File: config.mk
export PLATFORM = sky130hd
export DESIGN_NAME = fifo_port_arbiter
export DESIGN_NICKNAME = d
export VERILOG_FILES = /design/src/rtl/fifo_port_arbiter_pkg.sv /design/src/rtl/fifo_status_decode.sv /design/src/rtl/fifo_port_arbiter.sv
export SDC_FILE = /design/constraint.sdc
export NUM_CORES = 1
export LEC_CHECK = 0
export ABC_CLOCK_PERIOD_IN_PS = 3100
export CAP_MARGIN = 0
export CORE_MARGIN = 1
export CORE_UTILIZATION = 25
export CTS_BUF_LIST = sky130_fd_sc_hd__clkbuf_4 sky130_fd_sc_hd__clkbuf_8
export CTS_CLUSTER_SIZE = 28
export DETAILED_ROUTE_END_ITERATION = 16
export GPL_ROUTABILITY_DRIVEN = 0
export SYNTH_ARGS = -nofsm -noshare
export SYNTH_HDL_FRONTEND = slang
export SYNTH_SLANG_ARGS = --single-unit
File: constraint.sdc
create_clock -name clk -period 3.1 [get_ports clk]
set_input_delay 0.62 -clock clk [delete_from_list [all_inputs] [get_ports clk]]
set_output_delay 0.62 -clock clk [all_outputs]
set_load 0.005 [all_outputs]
File: src/rtl/fifo_port_arbiter_pkg.sv
// Shared definitions for the FIFO port arbiter: FSM state encoding and parameter defaults.
package fifo_port_arbiter_pkg;

    localparam int unsigned AddrWidthDflt = 3;
    localparam int unsigned AfullLvlDflt  = 6;

    typedef enum logic [1:0] {
        StIdle = 2'd0,
        StWr   = 2'd1,
        StRd   = 2'd2
    } state_e;

endpackage

File: src/rtl/fifo_status_decode.sv
// Combinational full/empty decode from a wrap-bit write/read pointer pair.
module fifo_status_decode #(
    parameter int unsigned ADDR_WIDTH = 3
) (
    input  logic [ADDR_WIDTH:0] wptr_i,
    input  logic [ADDR_WIDTH:0] rptr_i,
    output logic                full_o,
    output logic                empty_o
);

    logic wrap_eq;
    logic low_eq;

    assign wrap_eq = (wptr_i[ADDR_WIDTH] == rptr_i[ADDR_WIDTH]);
    assign low_eq  = (wptr_i[ADDR_WIDTH-1:0] == rptr_i[ADDR_WIDTH-1:0]);
    assign full_o  = ~wrap_eq & low_eq;
    assign empty_o = wrap_eq & low_eq;

endmodule

File: src/rtl/fifo_port_arbiter.sv
// Round-robin arbiter between a FIFO producer and consumer; one storage access per cycle,
// with pointers, occupancy flags and count derived from registered state.
module fifo_port_arbiter
    import fifo_port_arbiter_pkg::*;
#(
    parameter int unsigned ADDR_WIDTH = AddrWidthDflt,
    parameter int unsigned AFULL_LVL  = AfullLvlDflt
) (
    input  logic                clk,
    input  logic                rst,
    input  logic                wr_req,
    input  logic                rd_req,
    input  logic                flush,
    output logic                wr_grant,
    output logic                rd_grant,
    output logic                ff_en,
    output logic                ff_push_pop,
    output logic [ADDR_WIDTH:0] wptr,
    output logic [ADDR_WIDTH:0] rptr,
    output logic                full,
    output logic                empty,
    output logic [ADDR_WIDTH:0] count,
    output logic                almost_full
);

    state_e              state_q, state_d;
    logic [ADDR_WIDTH:0] wptr_q, rptr_q;
    logic [ADDR_WIDTH:0] wptr_nxt, rptr_nxt;
    logic                last_rd_q;
    logic                last_rd_eff;
    logic                full_nxt, empty_nxt;
    logic                wr_elig, rd_elig;

    assign wptr_nxt = wptr_q + {{ADDR_WIDTH{1'b0}}, (state_q == StWr)};
    assign rptr_nxt = rptr_q + {{ADDR_WIDTH{1'b0}}, (state_q == StRd)};

    fifo_status_decode #(.ADDR_WIDTH(ADDR_WIDTH)) u_status_cur (
        .wptr_i  (wptr_q),
        .rptr_i  (rptr_q),
        .full_o  (full),
        .empty_o (empty)
    );

    fifo_status_decode #(.ADDR_WIDTH(ADDR_WIDTH)) u_status_nxt (
        .wptr_i  (wptr_nxt),
        .rptr_i  (rptr_nxt),
        .full_o  (full_nxt),
        .empty_o (empty_nxt)
    );

    assign wr_elig = wr_req & ~full_nxt;
    assign rd_elig = rd_req & ~empty_nxt;

    // The grant in flight this cycle counts as the most recent service.
    assign last_rd_eff = (state_q == StIdle) ? last_rd_q : (state_q == StRd);

    always_comb begin
        state_d = StIdle;
        if (wr_elig && rd_elig) begin
            state_d = last_rd_eff ? StWr : StRd;
        end else if (wr_elig) begin
            state_d = StWr;
        end else if (rd_elig) begin
            state_d = StRd;
        end
    end

    always_ff @(posedge clk) begin
        if (rst) begin
            state_q   <= StIdle;
            wptr_q    <= '0;
            rptr_q    <= '0;
            last_rd_q <= 1'b1;
        end else begin
            last_rd_q <= last_rd_eff;
            if (flush) begin
                state_q <= StIdle;
                wptr_q  <= '0;
                rptr_q  <= '0;
            end else begin
                state_q <= state_d;
                wptr_q  <= wptr_nxt;
                rptr_q  <= rptr_nxt;
            end
        end
    end

    assign wr_grant    = (state_q == StWr);
    assign rd_grant    = (state_q == StRd);
    assign ff_en       = (state_q == StWr) || (state_q == StRd);
    assign ff_push_pop = (state_q == StWr);
    assign wptr        = wptr_q;
    assign rptr        = rptr_q;
    assign count       = wptr_q - rptr_q;
    assign almost_full = (32'(count) >= AFULL_LVL);

endmodule

==> impl_metrics.ini, run 1 <==
[cts]
cts_resized = 0
clk_path_buf_depth = 2
clk_pin_slew_ns = 0.07
cts_made_buffers = 3
ctsRootBufferMaster = clkbuf_4
hold_buffers = 0
post-cts-setup-buffer-count = 0
clk_latency_ns = 0.27
cts_max_level = 1
clock-sinks = 11
cts_tree = done

[worst_setup_path]
startpoint_type = flip-flop
crit_buf_inv = 2
crit_path_end_kind = output port
critPathKind = reg2out
crit_slowest_cell = clkdlybuf4s50_1
critical_path.max_fanout = 4
r2r_cells = 8
worstPathArrival_ns = 2.14
path_cells = inv_1 -> ha_1 -> nor2b_1 -> o21ai_0 -> a21oi_1 -> o21ai_1 -> clkdlybuf4s50_1
critPathMaxStageDelay_ns = 0.50
cp_num_cells = 7
cp.required_ns = 2.48
critPathTopFamily = buffers and inverters

[sta]
skew_ns = 0.00184
setup_violations = 0
rsz0062_at_grt = false
layout_setup_ws_ns = 0.344
post-route-period-util = 0.889
finalHoldViolCount = 0
whs_ns = 0.532
finalMaxSlewViolations = 0
fin_tns_setup_ns = 0
timing.fmax_mhz = 363
slew_headroom = 0.777
worst_pin_slew_ns = 0.333
fin_crit_ns = 2.76

[synth]
synth_seq_cells = 11
synth_cells = 74
ys_types = 23
avgSynthCellArea_um2 = 9.43
ys_warn_count = 0
yosysSeqAreaShare = 0.315
syn_nets = 90
syn_area_um2 = 698

[place]
portBuffers = 23
place_inst = 126
pre_cts_slack_ns = 0.630
dp_hpwl_um = 1160

[routing]
via_count = 578
wl_met2_um = 665
topRoutingLayerUsed = met4
wire_per_inst_um = 10.7
routed_wl_um = 1390
drc = 0
met3_length_um = 92
ant_nets = 0
drt-met1-wl_um = 621
drtIter0Drc = 6
routed_via_density = 4.45
dr.pass1.iters = 3

[layout]
fin_nets = 117
nFillCells = 268
drive_gt1_frac = 0.0800
regArea_um2 = 220
antenna_cells = 0
area_growth_pct = 41.6
multi_input_area_um2 = 437
stdcell_count = 130

[floorplanning]
initial_core_util = 0.272
dieArea_um2 = 3010
rows = 18
die_x_um = 54.8
io_pins = 24
core-area_um2 = 2570
fp.dieH_um = 54.8

[power]
powerDensity_nw_per_um2 = 288
peakVddDrop_mv = 0.187
total_power_mw = 0.285
p_leak_nw = 0.429

[flow_run]
max_cap_violations = 0

[hold_path]
hold-path-cell-count = 2
hold_path.class = reg2reg

[run_status]
outcome = finished clean

[global_routing]
antenna_found_initial = 0
gr-total-overflow = 0
grt_pass1_vias = 525
grt.total_usage = 0.104
grt_start_max_net_pins = 7
grt_pass1_wl_um = 2200
cell type report:
type                       instances  area share
sequential                        11       0.223
inverter                           9      0.0342
tap                               30      0.0380
timing repair buffer              23       0.233
multi-input combinational         53       0.442
clock buffer                       4      0.0304
state kept, by name, summed over array words and instances (netlist names):
| register | cells |
|---|---|
| wptr | 4 |
| state_q | 2 |
| rptr | 4 |
| last_rd_q | 1 |
synth_stat cells (all sizes together):
library cell	count	area share
nand3	3	0.021
o21ai	2	0.014
nor2b	2	0.018
xnor2	3	0.070
o2111a	1	0.016
fa	1	0.029
xor2	7	0.088
a211oi	1	0.011
nor3	4	0.029
and3	1	0.0090
a21oi	2	0.014
ha	10	0.18
buf	1	0.011
and2	5	0.045
nor2	4	0.025
a211o	1	0.013
nand2	4	0.021
dfxtp	11	0.32
nand2b	1	0.0090
inv	9	0.048
mux2i	1	0.014
cells by family after synthesis:
group,Yosys count,share of synthesized area
and+or+nand+nor,24,0.177
adders and majority gates,11,0.208
DFF,11,0.315
xor gates and xnor gates,10,0.158
buffers and inverters,10,0.0591
AOI/OAI and AO/OA,7,0.0681
muxes,1,0.0143
layer usage:
metal,vias to the layer above,global-route usage
met5,-,0
met4,0,0.0385
met3,2,0.0389
met2,17,0.161
met1,263,0.129
li1,296,-
power by group:
group / switching, mW / internal, mW / total, mW
registers: 0.00100 / 0.143 / 0.144
logic: 0.0143 / 0.0178 / 0.0321
clock network: 0.0494 / 0.0586 / 0.108
final timing paths:
kind / start / end / slack, ns
max: rptr[1]$_SDFF_PP0_ / almost_full / 0.34
min: last_rd_q$_SDFF_PP1_ / last_rd_q$_SDFF_PP1_ / 0.53
max reg2reg: state_q[0]$_SDFF_PP0_ / state_q[1]$_SDFF_PP0_ / 1.14
min reg2reg: last_rd_q$_SDFF_PP1_ / last_rd_q$_SDFF_PP1_ / 0.53
cells in the final DEF, fill, tap and decap left out:
| cell | n |
|---|---|
| nor2_1 | 3 |
| and3_1 | 1 |
| o21ai_1 | 1 |
| xnor2_2 | 3 |
| inv_1 | 9 |
| a211oi_1 | 1 |
| mux2i_1 | 1 |
| fa_1 | 1 |
| nor3_1 | 4 |
| nand2b_1 | 1 |
| and2_1 | 5 |
| dfxtp_1 | 11 |
| clkdlybuf4s50_1 | 23 |
| ha_1 | 10 |
| nor2_2 | 1 |
| nand3_1 | 3 |
| a21oi_1 | 2 |
| clkbuf_4 | 4 |
| nand2_1 | 4 |
| o2111a_1 | 1 |
| o21ai_0 | 1 |
| a211o_1 | 1 |
| xor2_1 | 7 |
| nor2b_1 | 2 |
worst min-delay path, cell delays in order, from the launching register on:
cell and delay (ns):
dfxtp_1 0.31, mux2i_1 0.11, nand2b_1 0.09
per-stage QoR:
stage	instance area (um^2)	utilization
after CTS	988	0.385
after global placement	958	0.373
after detailed placement	958	0.373
after floorplan	698	-
final	988	0.385
after global routing	988	0.385
Power figures use the tool's default switching activity.
==> run 2, diff against run 1 <==
- PLACE_DENSITY_LB_ADDON: not set -> 0.08
==> run 2 against run 1 <==
Net effect: fmax fell by 0.43%; combinational power decreased by 1%; worst setup slack worse by 0.012 ns; final area unchanged; die area unchanged; sequential power about the same; total power is 0.32% lower; clock-buffer cell count is the same; flip-flop and latch count unchanged; largest cell class unchanged; largest power group unchanged; highest routed layer unchanged.
==> impl_metrics.ini, run 2 (synthesis results as in run 1) <==
[layout]
layout_commonest_cell = clkdlybuf4s50_1
antenna_cells = 0
final_cell_mix = clkdlybuf4s50_1 (23), dfxtp_1 (11), ha_1 (10)
drive_gt1_frac = 0.0800
fin_nets = 117
area_growth_pct = 41.6
nFillCells = 281
final_util = 0.385
multi_input_area_um2 = 437
regArea_um2 = 220

[routing]
drtIter0Drc = 4
routed_wl_um = 1420
dr.pass1.iters = 4
via_count = 568
routed_via_density = 4.37
ant_nets = 0
wire_per_inst_um = 10.9
drc = 0

[cts]
hold_buffers = 0
clk_latency_ns = 0.27
cts_made_buffers = 3
clock-sinks = 11
cts_tree = done
clk_path_buf_depth = 2
ctsRootBufferMaster = clkbuf_4
post-cts-setup-buffer-count = 0
cts_max_level = 1
clk_pin_slew_ns = 0.07
cts_resized = 0

[sta]
setup_violations = 0
fin_tns_setup_ns = 0
worst_pin_slew_ns = 0.390
finalHoldViolCount = 0
layout_setup_ws_ns = 0.332
rsz0062_at_grt = false
skew_ns = 0.00228
timing.fmax_mhz = 361
fin_crit_ns = 2.77
slew_headroom = 0.739
finalMaxSlewViolations = 0
post-route-period-util = 0.893

[hold_path]
hold_path.class = reg2reg
hold-path-cell-count = 2
hp-start = last_rd_q$_SDFF_PP1_
whs_endpoint = last_rd_q$_SDFF_PP1_

[worst_setup_path]
startpoint_type = flip-flop
crit_slowest_cell = clkdlybuf4s50_1
critPathTopFamily = buffers and inverters
critical_path.max_fanout = 4
path_cells = inv_1 -> ha_1 -> nor2b_1 -> o21ai_0 -> a21oi_1 -> o21ai_1 -> clkdlybuf4s50_1
worstPathArrival_ns = 2.15
critPathKind = reg2out
r2r_start = state_q[0]$_SDFF_PP0_
crit_buf_inv = 2
critPathMaxStageDelay_ns = 0.50
cp.required_ns = 2.48
r2r-end = state_q[1]$_SDFF_PP0_
r2r_slack_ns = 1.13
crit_path_end_kind = output port
r2r_cells = 8

[power]
total_power_mw = 0.284
powerDensity_nw_per_um2 = 287
peakVddDrop_mv = 0.155
p_leak_nw = 0.429

[global_routing]
met1_usage = 0.135
grt_pass1_vias = 526
grt.total_usage = 0.118
top_usage_layer = met2
use_met3 = 0.0250
grt_pass1_wl_um = 2300
gr-total-overflow = 0
antenna_found_initial = 0
met2_usage = 0.179
grt_start_max_net_pins = 7

[place]
pre_cts_slack_ns = 0.616
portBuffers = 23

[floorplanning]
initial_core_util = 0.272
die_x_um = 54.8
io_pins = 24
rows = 18
dieArea_um2 = 3010
fp.dieH_um = 54.8
core-area_um2 = 2570

[flow_run]
max_cap_violations = 0

[run_status]
outcome = finished clean
-- run 2: cell counts in the layout (fill, tap and decap cells not counted) --
No cell type changed its count.
-- run 2: through the flow --
step | instances | area (um^2) | hold WS (ns)
CTS | 130 | 988 | 0.524
floorplan | 74 | 698 | 0.467
global placement | 126 | 958 | 0.503
global route | 130 | 988 | 0.560
detailed placement | 126 | 958 | 0.507
finish | 130 | 988 | 0.519
-- run 2: where the power goes --
| group | internal (mW) | switching [mW] |
|---|---|---|
| logic | 0.0178 | 0.0140 |
| clock network | 0.0585 | 0.0491 |
| registers | 0.143 | 0.000939 |
-- run 2: worst min-delay path, cell delays in order (launching register included) --
cell      delay (ns)
dfxtp_1         0.31
mux2i_1         0.10
nand2b_1        0.08
-- run 2: worst max-delay path by stage --
stage / start / endpoint / slack, ns / cells after the start
after floorplan: wptr[0]$_SDFF_PP0_ / almost_full / 1.20 / 7
after global placement: rptr[1]$_SDFF_PP0_ / almost_full / 0.61 / 7
after detailed placement: rptr[1]$_SDFF_PP0_ / almost_full / 0.62 / 7
after CTS: rptr[1]$_SDFF_PP0_ / almost_full / 0.31 / 7
after global routing: rptr[1]$_SDFF_PP0_ / almost_full / 0.16 / 7
final: rptr[1]$_SDFF_PP0_ / almost_full / 0.33 / 7
-- run 2: area by class of cell --
class,count,share of cell area
Timing Repair Buffer,23,0.233
Inverter,9,0.0342
Sequential cell,11,0.223
Multi-Input combinational cell,53,0.442
Clock buffer,4,0.0304
Tap cell,30,0.0380
-- run 2: layer usage --
layer / part of all wire / vias up
li1: - / 292
met3: 0.039 / 4
met5: 0 / -
met4: 0.032 / 0
met1: 0.48 / 255
met2: 0.45 / 17
==> run 3, diff against run 2 <==
- CORE_AREA: not set -> 2 2 39 41
- CORE_MARGIN: 1 -> not set
- CORE_UTILIZATION: 25 -> not set
- DIE_AREA: not set -> 0 0 41 43
- DONT_BUFFER_PORTS: not set -> 1
==> run 3 against run 2 <==
Net effect: non-clock buffer count down 23; fmax up 21%; clock-buffer cell count unchanged; largest cell class unchanged; largest power group unchanged; highest routed layer is now met3.
==> impl_metrics.ini, run 3 (synthesis results as in run 1) <==
[worst_setup_path]
r2r_slack_ns = 1.13
worstPathArrival_ns = 1.67
r2r_cells = 8
r2r_start = state_q[0]$_SDFF_PP0_
critPathKind = reg2out
r2r-end = state_q[1]$_SDFF_PP0_
critical_path.max_fanout = 3
cp.required_ns = 2.48
startpoint_type = flip-flop
crit_path_end_kind = output port

[place]
portBuffers = 0
place_inst = 89
pre_cts_slack_ns = 1.08
dp_hpwl_um = 961

[power]
p_sw_mw = 0.0569
p_leak_nw = 0.348
swShare = 0.214
power.share.clock = 0.391
powerDensity_nw_per_um2 = 359
pwr-share-comb = 0.066
peakVddDrop_mv = 0.233
pwr-share-seq = 0.543
p_int_mw = 0.209

[global_routing]
gr-total-overflow = 0
grt_pass1_wl_um = 1820
grt.total_usage = 0.155
grt_pass1_vias = 477
grt_start_max_net_pins = 7
antenna_found_initial = 0

[layout]
stdcell_count = 93
layout_commonest_cell = dfxtp_1
area_growth_pct = 6.09
antenna_cells = 0
drive_gt1_frac = 0.104
nFillCells = 139
final_util = 0.535
fin_nets = 94
final_cell_mix = dfxtp_1 (11), ha_1 (10), inv_1 (9)

[floorplanning]
rows = 14
io_pins = 24
die_x_um = 41
core-area_um2 = 1380
initial_core_util = 0.505
dieArea_um2 = 1760
fp.dieH_um = 43

[sta]
timing.fmax_mhz = 438
fin_crit_ns = 2.29
slew_headroom = 0.777
layout_setup_ws_ns = 0.814
setup_violations = 0
finalHoldViolCount = 0
rsz0062_at_grt = false
post-route-period-util = 0.737
finalMaxSlewViolations = 0
skew_ns = 0.00772
fin_tns_setup_ns = 0
worst_pin_slew_ns = 0.333

[cts]
cts_resized = 0
clk_latency_ns = 0.26
post-cts-setup-buffer-count = 0
hold_buffers = 0
clk_pin_slew_ns = 0.07
cts_max_level = 1
clk_path_buf_depth = 2
ctsRootBufferMaster = clkbuf_4
cts_made_buffers = 3
clock-sinks = 11
cts_tree = done

[routing]
wl_met2_um = 551
drc = 0
ant_nets = 0
via_count = 472
drtIter0Drc = 4
routed_wl_um = 1150
topRoutingLayerUsed = met3
met3_length_um = 79
wire_per_inst_um = 12.4
drt-met1-wl_um = 517
dr.pass1.iters = 4
routed_via_density = 5.08

[hold_path]
hp-start = rst
hold-path-cell-count = 1
hold_path.class = in2reg
whs_endpoint = rptr[3]$_SDFF_PP0_

[flow_run]
max_cap_violations = 0

[run_status]
outcome = finished clean
==> run 3: cell count changes in the layout (fill, tap and decap cells not counted) <==
cell / before / now
clkdlybuf4s50_1: 23 / 0
==> run 3: how the worst max path moves through the flow <==
| stage | to | start | depth (start not counted) |
|---|---|---|---|
| floorplan | almost_full | wptr[0]$_SDFF_PP0_ | 7 |
| global placement | almost_full | wptr[0]$_SDFF_PP0_ | 7 |
| detailed placement | almost_full | wptr[0]$_SDFF_PP0_ | 7 |
| CTS | almost_full | wptr[0]$_SDFF_PP0_ | 7 |
| global route | almost_full | rptr[0]$_SDFF_PP0_ | 6 |
| finish | almost_full | wptr[0]$_SDFF_PP0_ | 7 |
==> run 3: metal layers <==
| metal | up-vias | track usage |
|---|---|---|
| met5 | - | 0 |
| met4 | 0 | 0.0600 |
| met3 | 0 | 0.0733 |
| met2 | 17 | 0.247 |
| met1 | 208 | 0.169 |
| li1 | 247 | - |
==> run 3: cell type report <==
class / count / area (um^2) / share of cell area
Tap cell: 16 / 20.0 / 0.0270
Sequential cell: 11 / 220 / 0.297
Clock buffer: 4 / 30.0 / 0.0405
Multi-Input combinational cell: 53 / 437 / 0.590
Inverter: 9 / 33.8 / 0.0456
==> run 3: power groups by stage <==
| stage | registers (mW) | logic (mW) | clock network, mW |
|---|---|---|---|
| floorplan | 0.148 | 0.0155 | 0 |
| detailed placement | 0.148 | 0.0177 | 0 |
| finish | 0.144 | 0.0175 | 0.104 |
| CTS | 0.145 | 0.0178 | 0.106 |
| global placement | 0.148 | 0.0174 | 0 |
| global route | 0.145 | 0.0203 | 0.118 |
==> run 3: critical path: stages (launching register included) <==
cell and delay [ns]:
dfxtp_1 0.34, inv_1 0.07, ha_1 0.17, inv_1 0.06, fa_1 0.37, xor2_1 0.23, nand2_1 0.08, o21ai_1 0.10
==> run 3: through the flow <==
stage          total power, mW  hold WS, ns  instance area, um^2
6_report                 0.266        0.428                  741
5_1_grt                  0.283        0.407                  741
4_1_cts                  0.268        0.424                  741
3_5_place_dp             0.166        0.499                  711
3_3_place_gp             0.165        0.500                  711
2_1_floorplan            0.163        0.467                  698
